## config.mk

```make
export PLATFORM = sky130hd
export DESIGN_NAME = addsub_multicycle
export DESIGN_NICKNAME = d
export VERILOG_FILES = /design/src/rtl/calculator_pkg.sv /design/src/rtl/adder_slice_c.sv /design/src/rtl/full_adder.sv /design/src/rtl/addsub_multicycle.sv
export SDC_FILE = /design/constraint.sdc
export NUM_CORES = 1
export LEC_CHECK = 0
export BUFFER_PORTS_ARGS = -buffer_cell sky130_fd_sc_hd__buf_2
export CORE_MARGIN = 2
export CORE_UTILIZATION = 30
export CTS_BUF_LIST = sky130_fd_sc_hd__clkbuf_2
export DETAILED_ROUTE_END_ITERATION = 10
export SYNTH_ARGS = -nofsm -noshare
export SYNTH_HDL_FRONTEND = slang
export SYNTH_HIERARCHICAL = 1
export SYNTH_SLANG_ARGS = --single-unit
```

## constraint.sdc

```tcl
create_clock -name clk_i -period 31.2 [get_ports clk_i]
set_clock_uncertainty 0.1 [all_clocks]
set_input_delay 1.56 -clock clk_i [delete_from_list [all_inputs] [get_ports clk_i]]
set_output_delay 1.56 -clock clk_i [all_outputs]
set_load 0.02 [all_outputs]
```

## src/rtl/calculator_pkg.sv

```systemverilog
// Shared types and widths for the calculator datapath.
package calculator_pkg;

    localparam int unsigned DATA_W = 32;

    typedef enum logic {
        OP_ADD = 1'b0,
        OP_SUB = 1'b1
    } addsub_op_e;

    typedef enum logic [1:0] {
        IDLE,
        RUN,
        DONE
    } addsub_state_e;

endpackage

```

## src/rtl/adder_slice_c.sv

```systemverilog
// W-bit ripple-carry adder built from chained full adders, with carry-in and carry-out exposed.
module adder_slice_c #(
    parameter int unsigned W = 32
) (
    input  logic [W-1:0] a_i,
    input  logic [W-1:0] b_i,
    input  logic         cin_i,
    output logic [W-1:0] sum_o,
    output logic         cout_o
);

    logic [W:0] carry;

    assign carry[0] = cin_i;

    for (genvar i = 0; i < W; i++) begin : g_bit
        full_adder u_fa (
            .a_i   (a_i[i]),
            .b_i   (b_i[i]),
            .cin_i (carry[i]),
            .sum_o (sum_o[i]),
            .cout_o(carry[i+1])
        );
    end

    assign cout_o = carry[W];

endmodule

```

## src/rtl/full_adder.sv

```systemverilog
// One-bit full adder, the leaf cell of the ripple-carry chains.
module full_adder (
    input  logic a_i,
    input  logic b_i,
    input  logic cin_i,
    output logic sum_o,
    output logic cout_o
);

    assign sum_o  = a_i ^ b_i ^ cin_i;
    assign cout_o = (a_i & b_i) | (cin_i & (a_i ^ b_i));

endmodule

```

## src/rtl/addsub_multicycle.sv

```systemverilog
// Sequential WIDTH-bit add/subtract that reuses one SLICE_W-bit adder over WIDTH/SLICE_W cycles,
// LSB slice first, with valid/ready handshakes on input and output.
module addsub_multicycle
    import calculator_pkg::*;
#(
    parameter int unsigned WIDTH   = 64,
    parameter int unsigned SLICE_W = DATA_W
) (
    input  logic             clk_i,
    input  logic             rst_i,
    input  logic             in_valid_i,
    output logic             in_ready_o,
    input  logic [WIDTH-1:0] a_i,
    input  logic [WIDTH-1:0] b_i,
    input  logic             op_i,
    output logic             out_valid_o,
    input  logic             out_ready_i,
    output logic [WIDTH-1:0] sum_o,
    output logic             cout_o,
    output logic             ovf_o
);

    localparam int unsigned N     = WIDTH / SLICE_W;
    localparam int unsigned CNT_W = (N > 1) ? $clog2(N) : 1;

    if (WIDTH % SLICE_W != 0) begin : g_bad_width
        $error("addsub_multicycle: WIDTH must be a multiple of SLICE_W");
    end

    addsub_state_e      state_q;
    logic [CNT_W-1:0]   cnt_q;
    logic               carry_q;
    logic [WIDTH-1:0]   a_q;
    logic [WIDTH-1:0]   b_q;
    logic [WIDTH-1:0]   acc_q;
    logic [WIDTH-1:0]   acc_d;
    logic [SLICE_W-1:0] slice_a;
    logic [SLICE_W-1:0] slice_b;
    logic [SLICE_W-1:0] slice_s;
    logic               slice_c;
    logic               last;

    assign in_ready_o = (state_q == IDLE) && !rst_i;
    assign last       = (cnt_q == CNT_W'(N - 1));

    always_comb begin
        slice_a = '0;
        slice_b = '0;
        for (int unsigned i = 0; i < N; i++) begin
            if (cnt_q == CNT_W'(i)) begin
                slice_a = a_q[i*SLICE_W +: SLICE_W];
                slice_b = b_q[i*SLICE_W +: SLICE_W];
            end
        end
    end

    adder_slice_c #(
        .W(SLICE_W)
    ) u_slice (
        .a_i   (slice_a),
        .b_i   (slice_b),
        .cin_i (carry_q),
        .sum_o (slice_s),
        .cout_o(slice_c)
    );

    // Accumulator with the current slice merged in; becomes the full result on the last slice.
    always_comb begin
        acc_d = acc_q;
        for (int unsigned i = 0; i < N; i++) begin
            if (cnt_q == CNT_W'(i)) begin
                acc_d[i*SLICE_W +: SLICE_W] = slice_s;
            end
        end
    end

    always_ff @(posedge clk_i or posedge rst_i) begin
        if (rst_i) begin
            state_q     <= IDLE;
            cnt_q       <= '0;
            carry_q     <= 1'b0;
            a_q         <= '0;
            b_q         <= '0;
            acc_q       <= '0;
            out_valid_o <= 1'b0;
            sum_o       <= '0;
            cout_o      <= 1'b0;
            ovf_o       <= 1'b0;
        end else begin
            case (state_q)
                IDLE: begin
                    if (in_valid_i && in_ready_o) begin
                        a_q     <= a_i;
                        // Subtraction is A + ~B + 1; the +1 enters as the initial carry.
                        b_q     <= (op_i == OP_SUB) ? ~b_i : b_i;
                        carry_q <= op_i;
                        cnt_q   <= '0;
                        acc_q   <= '0;
                        state_q <= RUN;
                    end
                end
                RUN: begin
                    acc_q   <= acc_d;
                    carry_q <= slice_c;
                    if (last) begin
                        sum_o       <= acc_d;
                        cout_o      <= slice_c;
                        ovf_o       <= (a_q[WIDTH-1] == b_q[WIDTH-1]) &&
                                       (acc_d[WIDTH-1] != a_q[WIDTH-1]);
                        out_valid_o <= 1'b1;
                        state_q     <= DONE;
                    end else begin
                        cnt_q <= cnt_q + CNT_W'(1);
                    end
                end
                DONE: begin
                    if (out_ready_i) begin
                        out_valid_o <= 1'b0;
                        state_q     <= IDLE;
                    end
                end
                default: begin
                    out_valid_o <= 1'b0;
                    state_q     <= IDLE;
                end
            endcase
        end
    end

endmodule

```

==> results of run 1 <==
==> worst max-delay path by stage <==
stage	depth (start not counted)	slack, ns	startpoint	end
2_1_floorplan	38	17.29	cnt_q	ovf_o
3_5_place_dp	36	16.19	cnt_q	ovf_o
6_report	36	16.24	cnt_q	ovf_o
5_1_grt	36	15.59	cnt_q	ovf_o
3_3_place_gp	36	16.25	cnt_q	ovf_o
4_1_cts	36	16.08	cnt_q	ovf_o
==> where the power goes <==
part           switching, mW  internal, mW
sequential            0.0809         0.440
combinational          0.328         0.319
clock                  0.128        0.0870
total                  0.537         0.846
==> layout make-up <==
class / count / area [um2]
fill: 3496 / 22100
sequential: 231 / 5780
multi-input combinational: 476 / 4410
timing repair buffer: 207 / 1060
tap: 455 / 569
clock buffer: 92 / 460
clock inverter: 16 / 90.1
inverter: 3 / 18.8
antenna: 1 / 2.50
==> worst reg2reg max path, delay by kind of cell (launching register included) <==
family                     cells  cell delay [ns]
adders and majority gates     32            13.10
DFF                            1             0.76
muxes                          1             0.45
and+or+nand+nor                1             0.19
AOI/OAI and AO/OA              2             0.19
==> cells in the mapped netlist, drive strengths merged <==
| cell | n | area share |
|---|---|---|
| and3b | 2 | 0.0017 |
| nor2 | 67 | 0.024 |
| nand2b | 3 | 0.0018 |
| inv | 3 | 0.0011 |
| nor4bb | 1 | 0.00095 |
| nor3 | 1 | 0.00048 |
| nand2 | 4 | 0.0014 |
| dfrtp | 231 | 0.55 |
| a21o | 1 | 0.00072 |
| nor4b | 1 | 0.0014 |
| a21oi | 68 | 0.032 |
| buf | 50 | 0.030 |
| clkbuf | 1 | 0.00036 |
| or3b | 1 | 0.00084 |
| mux2 | 193 | 0.21 |
| nand3b | 1 | 0.0011 |
| fa | 32 | 0.061 |
| o21ai | 5 | 0.0024 |
| a22o | 32 | 0.027 |
| xnor2 | 64 | 0.053 |
==> sequential cells by signal, summed over array words and instances (netlist names) <==
signal,flops
a_q,64
acc_q,32
b_q,64
carry_q,1
cnt_q,1
cout_o,1
out_valid_o,1
ovf_o,1
state_q,2
sum_o,64
==> logic make-up (layout without fill, tap and decap cells) <==
family	count (synthesis)	after routing	synth area share
other	0	1	0
AOI/OAI and AO/OA	106	106	0.0623
buffers and inverters	54	318	0.0310
adders and majority gates	32	32	0.0611
DFF	231	231	0.551
xor gates and xnor gates	64	64	0.0535
muxes	193	193	0.207
and+or+nand+nor	81	81	0.0336
==> routing by layer <==
metal | routed length [um] | part of all wire
met4 | 489 | 0.021
met1 | 10400 | 0.44
met2 | 10900 | 0.46
met5 | 24 | 0.0010
met3 | 1820 | 0.077
==> stage by stage <==
| step | instances | utilization | instance area (um2) |
|---|---|---|---|
| after CTS | 1480 | 0.359 | 12400 |
| after global placement | 1372 | 0.343 | 11800 |
| after detailed placement | 1372 | 0.343 | 11800 |
| after floorplan | 761 | - | 10500 |
| after global routing | 1481 | 0.360 | 12400 |
| final | 1481 | 0.360 | 12400 |
==> out/metrics.csv, run 1 <==
stage,metric,value,unit
cts,CTS Buf Count,68,
worst_setup_path,CP most frequent cell,fa_1,
sta,Hold Fails Final Rpt,0,
power,VDD IR max,0.0451,mV
cts,Worst-Skew Late Latency,0.87,ns
placed_design,# port buffers,200,
worst_setup_path,max incr delay on CP,0.76,ns
cts,post-CTS setup repair buffer count,0,
yosys,"Net Count, Synth",926,
yosys,Post-Syn Instances,761,
sta,Tmin final,14.96,ns
routing,Post-route DRC,0,
cts,CTS tree,yes,
flow_run,max_cap viols,0,
grt,GR Util met1,0.173,
grt,GRT Util Overall,0.136,
routing,vias,6636,
sta,Setup Viol. Count Final,0,
cts,# resized after CTS,0,
layout,share of cells above drive strength 1,0.452,
worst_setup_path,Worst EP required,31.78,ns
worst_setup_path,highest-delay cell along the critical path,dfrtp_4,
grt,met2 GRT Util,0.207,
worst_setup_path,worst r2r src,cnt_q,
routing,vias per cell,4.48,
placed_design,pre-CTS WS,16.19,ns
cts,Longest Clk Path Bufs,3,
placed_design,placer's final routability congestion estimate,0.727,
worst_setup_path,crit end category,register,
worst_setup_path,Reg2Reg Depth,36,
sta,Fmax,66.8,MHz
sta,Final Max Tran Viols,0,
layout,final net count,1152,
worst_setup_path,Crit Reg-Reg Endpoint,ovf_o,
power,PD cells,112,nW/um2
routing,routed wire length,23.7,mm
grt,grt total ovfl,0,
floorplan,# rows,68,
worst_setup_path,CP Class,reg2reg,
floorplan,Die Ht,191,um
grt,largest net degree at the start of global routing,106,
worst_setup_path,reg2reg setup slack,16.24,ns
yosys,Ys Warns,6,
floorplan,area of the die,36500,um2
cts,CTS hold repair buffers,0,
grt,first-pass GRT wire length,38.4,mm
floorplan,Placeable Area,34500,um2
routing,WL/cell,16.0,um
cts,Root Driver,clkbuf_2,
hold_path,Hold Path Depth,1,
cts,"Reg clk slew, reported paths",0.11,ns
worst_setup_path,startpoint types,register,
layout,most frequent cells in the layout,"dfrtp_1, buf_2, mux2_2",
floorplan,IO Count,201,
hold_path,worst min path class,reg2reg,
hold_path,hold endpoint,a_q[6],
sta,final worst slack,16.24,ns
grt,number of global-route vias before repair,7159,
sta,setup TNS,0,ns
yosys,unique cell type count in the Yosys netlist,23,
layout,Layout area overhead,18.1,%
worst_setup_path,CP max FO,35,
sta,max_slew headroom,0.297,
power,Pleak,5.63,nW
status,outcome,finished clean,
grt,global route hottest layer,met2,
grt,antenna violations before repair,3,
floorplan,Initial Utilization,0.304,
sta,Final Cycle Share,0.479,
worst_setup_path,CP top delay family,adder cells,
grt,grt met3 use,0.0499,
sta,RSZ-0062 raised after global routing,false,
yosys,"flops & latches, synth",231,
placed_design,Detail Placement HPWL,15.7,mm
routing,Initial DRC Count,185,
routing,post-route ant nets,0,
worst_setup_path,Bufs and invs on worst path,0,
yosys,register area share after synthesis,0.551,
sta,Slew @ Worst Pin,1.05,ns
layout,"commonest non-fill, non-tap cell in the layout",dfrtp_1,
sta,Fin Hold WS,0.389,ns
yosys,Syn Area/Cell,13.8,um2
cts,H-tree depth,3,
worst_setup_path,Critical Path AT,15.54,ns
floorplan,width of the die,191,um
routing,first-pass detailed-route iteration total,7,
power,Final Power,1.38,mW
cts,clk sinks,231,
hold_path,HP Start,a_q[6],
yosys,"Cell Area, Synth",10500,um2
Note: power is estimated with default switching activity, not from simulation.
==> run 2: changes to the inputs <==
Clock period 31.2 ns to 12.87 ns, I/O delays scaled along.
==> out/metrics.csv, run 2 (synthesis gave the netlist of run 1 again) <==
stage,metric,value,unit,change
layout,share of cells above drive strength 1,0.429,,-0.0228
floorplan,area of the die,36500,um2,unchanged
worst_setup_path,highest-delay cell along the critical path,fa_1,,
layout,Filler cells,3312,,-5.3%
cts,CTS Buf Count,61,,-10%
worst_setup_path,CP most frequent cell,fa_2,,
routing,routed wire length,25.1,mm,+6.2%
routing,vias,7129,,+7.4%
cts,H-tree depth,2,,-1
cts,"Reg clk slew, reported paths",0.10,ns,about the same
hold_path,worst min path class,in2async,,
power,VDD IR max,0.113,mV,+150%
placed_design,# port buffers,200,,unchanged
floorplan,Die Ht,191,um,unchanged
routing,Initial DRC Count,198,,+7.0%
worst_setup_path,Worst EP required,13.54,ns,-18.24 ns
layout,Post-Layout Cell Count,1612,,+8.8%
floorplan,width of the die,191,um,unchanged
floorplan,IO Count,201,,unchanged
layout,"commonest non-fill, non-tap cell in the layout",dfrtp_1,,
layout,Util after Layout,0.399,,+0.0399
sta,final worst slack,-0.0765,ns,-16.32 ns
layout,biggest regs,"a_q x64, b_q x64, sum_o x64",,
status,failing checks,setup timing,,
cts,Longest Clk Path Bufs,3,,unchanged
placed_design,pre-CTS WS,-0.446,ns,-16.64 ns
status,outcome,"complete, but fails checks",,
sta,max_slew headroom,0.225,,-0.0715
cts,post-CTS setup repair buffer count,0,,unchanged
grt,GRT Util Overall,0.141,,+0.00536
cts,CTS tree,yes,,
placed_design,placed insts,1376,,+0.29%
grt,first-pass GRT wire length,40.2,mm,+4.9%
worst_setup_path,CP max FO,4,,-89%
grt,number of global-route vias before repair,7797,,+8.9%
floorplan,# rows,68,,unchanged
grt,largest net degree at the start of global routing,101,,-4.7%
power,PD cells,249,nW/um2,+120%
routing,Post-route DRC,0,,unchanged
layout,register area,5780,um2,unchanged
sta,Final Cycle Share,1.01,,+0.526
worst_setup_path,crit end category,register,,
worst_setup_path,startpoint types,register,,
floorplan,Placeable Area,34500,um2,unchanged
worst_setup_path,CP Class,reg2reg,,
worst_setup_path,crit path to,ovf_o,,
sta,Setup Viol. Count Final,3,,+3
placed_design,placer's final routability congestion estimate,0.706,,-2.9%
worst_setup_path,reg2reg setup slack,-0.08,ns,-16.32 ns
sta,Hold Fails Final Rpt,0,,unchanged
worst_setup_path,worst r2r src,cnt_q,,
power,Pleak,6.15,nW,+9.2%
cts,Worst-Skew Late Latency,0.95,ns,+0.08 ns
sta,Final Max Tran Viols,0,,unchanged
grt,grt total ovfl,0,,unchanged
layout,area of the multi-input gates,4480,um2,+1.8%
sta,Slew @ Worst Pin,1.16,ns,+0.107 ns
grt,antenna violations before repair,2,,-1
sta,Fmax,77.2,MHz,+16%
sta,RSZ-0062 raised after global routing,true,,
cts,clk sinks,231,,unchanged
worst_setup_path,max incr delay on CP,0.53,ns,-0.23 ns
layout,Layout area overhead,31.3,%,
routing,WL/cell,15.6,um,-2.5%
routing,first-pass detailed-route iteration total,4,,-3
floorplan,Initial Utilization,0.304,,unchanged
sta,Tmin final,12.95,ns,-2.01 ns
worst_setup_path,Reg2Reg Depth,36,,unchanged
worst_setup_path,CP startpoint,cnt_q,,
worst_setup_path,Crit Reg-Reg Endpoint,ovf_o,,
routing,vias per cell,4.42,,-1.3%
flow_run,max_cap viols,0,,unchanged
cts,Root Driver,clkbuf_2,,
worst_setup_path,Critical Path AT,13.62,ns,-1.92 ns
routing,post-route ant nets,0,,unchanged
layout,final net count,1280,,+11%
placed_design,Detail Placement HPWL,15.5,mm,-1.5%
layout,most frequent cells in the layout,"dfrtp_1, buf_2, mux2_2",,
## run 2: cell count changes in the layout (fill, tap and decap cells not counted)
cell	before	now
dlygate4sd3_1	0	131
clkinv_1	8	5
diode_2	1	3
inv_2	4	1
fa_2	0	31
buf_4	8	12
clkbuf_2	92	93
fa_1	32	1
bufinv_16	1	0
## run 2: how the worst min path moves through the flow
stage          slack [ns]  depth (start not counted)    endpoint   startpoint
3_5_place_dp         0.37                          1    sum_o[2]     acc_q[2]
3_3_place_gp         0.37                          1     a_q[45]      a_q[45]
4_1_cts              0.18                          3     a_q[13]      a_i[13]
2_1_floorplan        0.35                          1     a_q[36]      a_q[36]
5_1_grt              0.21                          3  state_q[1]  out_ready_i
6_report             0.33                          3  state_q[0]        rst_i
## run 2: layout make-up
cell class	count	area share
Antenna cell	3	0.000545
Clock buffer	93	0.0338
Clock inverter	9	0.00273
Inverter	3	0.00136
Multi-Input combinational cell	476	0.326
Sequential cell	231	0.420
Tap cell	455	0.0414
Timing Repair Buffer	342	0.174
## run 2: repair_timing
action | in CTS | in global routing
resized for setup | 6 | 0
pin swaps | 0 | 0
endpoints found under the setup margin | 5 | 5
hold buffers | 131 | 0
gates cloned | 0 | 0
hold endpoints to repair | 231 | 0
## run 2: where the power goes
group	internal (mW)	total (mW)	leakage, nW	switching, mW
clock network	0.188	0.489	0.410	0.300
logic	0.857	1.70	2.98	0.847
registers	1.07	1.24	2.76	0.174
total	2.11	3.43	6.15	1.32
## run 2: per-layer routing
metal / GRT usage / up-vias / wire length, um
met3: 0.0446 / 49 / 1370
met2: 0.234 / 170 / 12200
met5: 0 / - / 0
li1: - / 3385 / -
met4: 0.0549 / 0 / 659
met1: 0.171 / 3525 / 10900
## run 2: stage by stage
step           setup TNS (ns)  area (um2)  total power, mW  hold slack [ns]
4_1_cts                -0.352       13800             3.51            0.182
5_1_grt                 -1.17       13800             3.74            0.208
3_5_place_dp            -1.68       11900             2.95            0.372
2_1_floorplan               0       10600             2.47            0.352
3_3_place_gp            -1.52       11900             2.90            0.366
6_report               -0.135       13800             3.43            0.330
## run 2: critical path, delay by kind of cell (launching register included)
family / cells / cell delay, ns
flip-flops: 1 / 0.51
AO/OA/AOI/OAI: 2 / 0.18
multiplexers: 1 / 0.30
adder cells (fa/ha/maj): 32 / 11.56
AND/OR/NAND/NOR: 1 / 0.17
